**config.mk**
```make
export PLATFORM = sky130hd
export DESIGN_NAME = divisor_restaurador
export DESIGN_NICKNAME = d
export VERILOG_FILES = /design/src/rtl/divisor_restaurador.sv
export SDC_FILE = /design/constraint.sdc
export NUM_CORES = 1
export LEC_CHECK = 0
export CORE_UTILIZATION = 40
export CTS_BUF_LIST = sky130_fd_sc_hd__clkbuf_16
export CTS_CLUSTER_DIAMETER = 80
export DETAILED_ROUTE_END_ITERATION = 8
export DONT_BUFFER_PORTS = 1
export PLACE_DENSITY = 0.64
export SLEW_MARGIN = 20
export SYNTH_ARGS = -nofsm -noshare
export SYNTH_HDL_FRONTEND = slang
export SYNTH_SLANG_ARGS = --single-unit
```
**constraint.sdc**
```tcl
create_clock -name clk -period 2.2 [get_ports clk]
set_clock_uncertainty 0.2 [all_clocks]
set_input_delay 0.33 -clock clk [delete_from_list [all_inputs] [get_ports clk]]
set_output_delay 0.33 -clock clk [all_outputs]
set_load 0.02 [all_outputs]
```
**src/rtl/divisor_restaurador.sv**
```systemverilog
// Restoring divider, one quotient bit per clock, Start/Ready handshake.
// Define DIV_SIGNED_EN for two's complement operands (adds a FIX state).
module divisor_restaurador #(
  parameter int BITS = 8
) (
  input  logic            clk,
  input  logic            rst,
  input  logic            Start,
  input  logic [BITS-1:0] Dividendo,
  input  logic [BITS-1:0] Divisor,
  output logic [BITS-1:0] Cociente,
  output logic [BITS-1:0] Residuo,
  output logic            Ready,
  output logic            DivCero
);

  localparam int CW = (BITS > 1) ? $clog2(BITS) : 1;

  typedef enum logic [1:0] {
    IDLE = 2'd0,
    DIV  = 2'd1,
    FIX  = 2'd2,
    DONE = 2'd3
  } state_t;

  state_t          st, st_n;
  logic [BITS-1:0] q, r, d;
  logic [CW-1:0]   cnt;
  logic            dz;
  logic            last;
  logic [BITS:0]   rs;
  logic            ge;
  logic [BITS-1:0] q_n, r_n;
  logic [BITS-1:0] a_mag, b_mag;
`ifdef DIV_SIGNED_EN
  logic            nq, nr;
`endif

  assign last = (cnt == CW'(BITS-1));

`ifdef DIV_SIGNED_EN
  assign a_mag = Dividendo[BITS-1] ? -Dividendo : Dividendo;
  assign b_mag = Divisor[BITS-1] ? -Divisor : Divisor;
`else
  assign a_mag = Dividendo;
  assign b_mag = Divisor;
`endif

  // r < d always holds, so the restored remainder fits in BITS bits
  always_comb begin
    rs  = {r, q[BITS-1]};
    ge  = (rs >= {1'b0, d});
    r_n = ge ? BITS'(rs - {1'b0, d}) : rs[BITS-1:0];
    q_n = {q[BITS-2:0], ge};
  end

  always_ff @(posedge clk or negedge rst) begin
    if (!rst) st <= IDLE;
    else      st <= st_n;
  end

  always_comb begin
    st_n = st;
    unique case (st)
      IDLE: if (Start) st_n = DIV;
      DIV: begin
        if (dz)
          st_n = DONE;
        else if (last)
`ifdef DIV_SIGNED_EN
          st_n = FIX;
`else
          st_n = DONE;
`endif
      end
      FIX:  st_n = DONE;
      DONE: if (!Start) st_n = IDLE;
      default: st_n = IDLE;
    endcase
  end

  always_ff @(posedge clk or negedge rst) begin
    if (!rst) begin
      q        <= '0;
      r        <= '0;
      d        <= '0;
      cnt      <= '0;
      dz       <= 1'b0;
`ifdef DIV_SIGNED_EN
      nq       <= 1'b0;
      nr       <= 1'b0;
`endif
      Cociente <= '0;
      Residuo  <= '0;
      Ready    <= 1'b0;
      DivCero  <= 1'b0;
    end else begin
      unique case (st)
        IDLE: begin
          if (Start) begin
            cnt <= '0;
            d   <= b_mag;
            dz  <= (Divisor == '0);
`ifdef DIV_SIGNED_EN
            nq  <= Dividendo[BITS-1] ^ Divisor[BITS-1];
            nr  <= Dividendo[BITS-1];
`endif
            // zero divisor: preload the final answer
            if (Divisor == '0) begin
              q <= '1;
              r <= Dividendo;
            end else begin
              q <= a_mag;
              r <= '0;
            end
          end
        end
        DIV: begin
          if (dz) begin
            Cociente <= q;
            Residuo  <= r;
            DivCero  <= 1'b1;
            Ready    <= 1'b1;
          end else begin
            q   <= q_n;
            r   <= r_n;
            cnt <= cnt + 1'b1;
`ifndef DIV_SIGNED_EN
            if (last) begin
              Cociente <= q_n;
              Residuo  <= r_n;
              Ready    <= 1'b1;
            end
`endif
          end
        end
        FIX: begin
`ifdef DIV_SIGNED_EN
          Cociente <= nq ? -q : q;
          Residuo  <= nr ? -r : r;
`else
          Cociente <= q;
          Residuo  <= r;
`endif
          Ready    <= 1'b1;
        end
        DONE: begin
          if (!Start) begin
            Cociente <= '0;
            Residuo  <= '0;
            Ready    <= 1'b0;
            DivCero  <= 1'b0;
          end
        end
        default: ;
      endcase
    end
  end

endmodule
```
==> metrics list <==
- Share of async-settable or async-resettable flops after synthesis: 1.000
* Max Clock Freq: between 0.4 and 0.5 GHz
- The max-slew violation count came to 0.
* Hold WC Path Type: input port to register
* Headroom to the max-slew limit: 0.6410
- Vias in the first global route: 2339
* Routed wirelength normalized by instance count: about 17 um
- Net count of the mapped netlist: 323
- STA classifies the critical path startpoint as a register.
- STA classifies the critical path endpoint as a register.
- Final critical-path setup slack: -0.04922 ns
- The count of nets left with antenna violations once routing finished came out at 0.
- Portion of synthesized cell area occupied by the leading cell type: 0.4412
* Horizontal extent of the die: 84.50 um
- Wire length reported by the detailed router: slightly above 7000 um
- Die Area: 7140 um^2
- The critical path is of the register to register type.
- Maximum net fanout on the critical path: 5
- CTS tree: yes
- The total overflow left after global routing is 0.
- Yosys warnings: 0
- For flop-to-flop paths, the worst setup slack is -0.05 ns.
- Actual transition at the worst max-transition pin: 0.5385 ns
- Setup violations remaining at the end of the flow were counted as 7.
- Area inside the core boundary: 6459 um^2
* Run status: finished with violations
* Wire length of the first global-routing pass: 11590 um
* Commonest cells in the netlist: sky130_fd_sc_hd__dfrtp_1, sky130_fd_sc_hd__nor2_1, sky130_fd_sc_hd__a21oi_1
* H-tree level count: 2
- Synthesis handed over a netlist of roughly 290 instances.
- Buffers inserted during clock tree synthesis total 5.
- Overall track demand over capacity in global routing: 0.2084
* Maximum buffer depth of the clock tree: 2
* Violated checks: design-rule violations, negative setup slack
* Number of antenna violations at the first check in global routing: 0
- At the end of routability-driven placement, the weighted congestion stood at approximately 0.87.
- The synthesized design contains 48 register bits.
* Number of placement rows: 29
- Clock-pin slew of the registers on the worst-case setup and hold paths: approximately 0.070 ns
- Top area cells in the synthesized netlist: sky130_fd_sc_hd__dfrtp_1, sky130_fd_sc_hd__ha_1, sky130_fd_sc_hd__a21oi_1, sky130_fd_sc_hd__nor2_1, sky130_fd_sc_hd__mux2_2
- The floorplan step set the die height to 84.50 um.
* Via total after detailed routing: approximately 2400
- Portion of the post-synthesis area used by sequential elements: 0.4412
* Tightest hold margin: 0.01656 ns
- Number of distinct library cells after synthesis: 44
* Per-cell via count in the routed design: around 5.7
- RSZ-0062 raised after global routing: true
- Arrival time of data at the critical path endpoint: about 2.3 ns
- I/O Buffers: 0
* Hold Fails Final Rpt: 0
- For this run, the detailed router's first-pass iteration total came to 9.
* Post-Syn Area: 2723 um^2
- Final cycle utilization of the critical path: 1.022
- WP data required: 2.21 ns
- The first routing iteration left 170 violations.
* Most instantiated library cell after synthesis: sky130_fd_sc_hd__dfrtp_1
- Fin nets: 371
- Of the cells placed in the final design, the portion with a size suffix greater than 1 is 0.2849.
- After synthesis, the mean cell area works out to 9.454 um^2.
- DRC violations left: 5
- Most used flip-flop cell after synthesis: sky130_fd_sc_hd__dfrtp_1
- CTS Root Buffer Type: sky130_fd_sc_hd__clkbuf_16
- The repair_antennas step left the layout with diodes totalling 0.
* Count of flip-flops with a built-in enable after synthesis: 0
- The initial utilization of the core area, before any placement, comes to 0.4215.
- The later pin in the worst-skew pair is clocked with a latency of 0.29 ns.
* Largest area contributor in the netlist: sky130_fd_sc_hd__dfrtp_1
- From synthesis to final layout, the design area changed by 31.76%.
- The clock drives 48 sinks.
* Post-layout min period: 2.249 ns
- Entering global routing, the biggest net connects 49 pins.
- 37 I/O pins were placed.
- Across the run, the number of max-cap violations was 0.
- The wire-length estimate of the detail-placed layout is 5015 um.
==> cells in the final DEF, fill, tap and decap left out, drive strengths merged, types with 9 or more instances in the layout <==
| master | synthesis | layout |
|---|---|---|
| o21ai | 22 | 23 |
| dlygate4sd3 | 0 | 9 |
| o22ai | 18 | 18 |
| nor2 | 39 | 39 |
| mux2 | 12 | 12 |
| a21oi | 34 | 34 |
| buf | 0 | 41 |
| ha | 15 | 15 |
| nand2 | 23 | 23 |
| inv | 16 | 17 |
| dfrtp | 48 | 48 |
| a221oi | 9 | 9 |
==> final cells by class <==
type | instances | area (um^2)
clock buffer | 5 | 125.1
clock inverter | 3 | 68.82
fill | 545 | 2872
inverter | 16 | 60.06
multi-input combinational | 215 | 1600
sequential | 48 | 1202
tap | 77 | 96.34
timing repair buffer | 50 | 434.2
==> flip-flops by register name, summed over array words and instances, names as in the netlist <==
signal,cells
Cociente,8
DivCero,1
Ready,1
Residuo,8
cnt,3
d,8
dz,1
q,8
r,8
st,2
==> cell families (layout without fill, tap and decap cells) <==
logic type | after synthesis | after routing | synth area share
XOR/XNOR | 4 | 4 | 0.01287
AO/OA/AOI/OAI | 95 | 96 | 0.2197
buffers and inverters | 26 | 74 | 0.03585
adder cells (fa/ha/maj) | 16 | 16 | 0.07629
multiplexers | 18 | 18 | 0.07445
AND/OR/NAND/NOR | 81 | 81 | 0.1397
flip-flops | 48 | 48 | 0.4412
==> through the flow <==
| step | setup slack [ns] | util | instances | area [um^2] | TNS [ns] |
|---|---|---|---|---|---|
| 6_report | -0.04922 | 0.5554 | 414 | 3587 | -0.1827 |
| 5_1_grt | -0.1310 | 0.5554 | 414 | 3587 | -1.313 |
| 4_1_cts | 0.003055 | 0.5374 | 411 | 3471 | 0 |
| 3_5_place_dp | -0.08339 | 0.4762 | 391 | 3075 | -0.5665 |
| 3_3_place_gp | -0.05588 | 0.4762 | 391 | 3075 | -0.4031 |
| 2_1_floorplan | 0.0006692 | - | 288 | 2726 | 0 |
==> metal layers <==
metal  up-vias  track usage  wire, um
li1       1130            -         -
met1      1159       0.2804      3210
met2        69       0.3400      3461
met3        10      0.03835       398
met4         0      0.06934       117
met5         -            0         0
==> repair_timing <==
item                       in CTS  in global routing
setup endpoints to repair      14                 19
setup buffers                   1                  3
resized for setup              11                 18
hold endpoints to repair       56                  0
hold buffers                   10                  0
pin swaps                       4                 14
cloned                          1                  0
==> final timing paths <==
| check | cells after the start | from | to |
|---|---|---|---|
| worst max register to register | 7 | r[1] | Residuo[1] |
| worst min-delay path | 2 | Start | DivCero |
| worst min register to register | 1 | d[6] | d[6] |
| max in group asynchronous | 2 | rst | r[7] |
| min in group asynchronous | 2 | rst | Cociente[3] |
| worst max-delay path | 7 | r[1] | Residuo[1] |
==> critical path, cell delays in order, from the launching register on <==
cell                       delay [ns]
sky130_fd_sc_hd__dfrtp_1         0.43
sky130_fd_sc_hd__ha_4            0.27
sky130_fd_sc_hd__nor2_4          0.14
sky130_fd_sc_hd__a21oi_4         0.05
sky130_fd_sc_hd__a311oi_4        0.41
sky130_fd_sc_hd__o21ai_4         0.17
sky130_fd_sc_hd__mux2_4          0.34
sky130_fd_sc_hd__o22ai_1         0.15
Power is not shown: default switching activity piles up to over one toggle a cycle in this logic, so the estimate is an artifact.
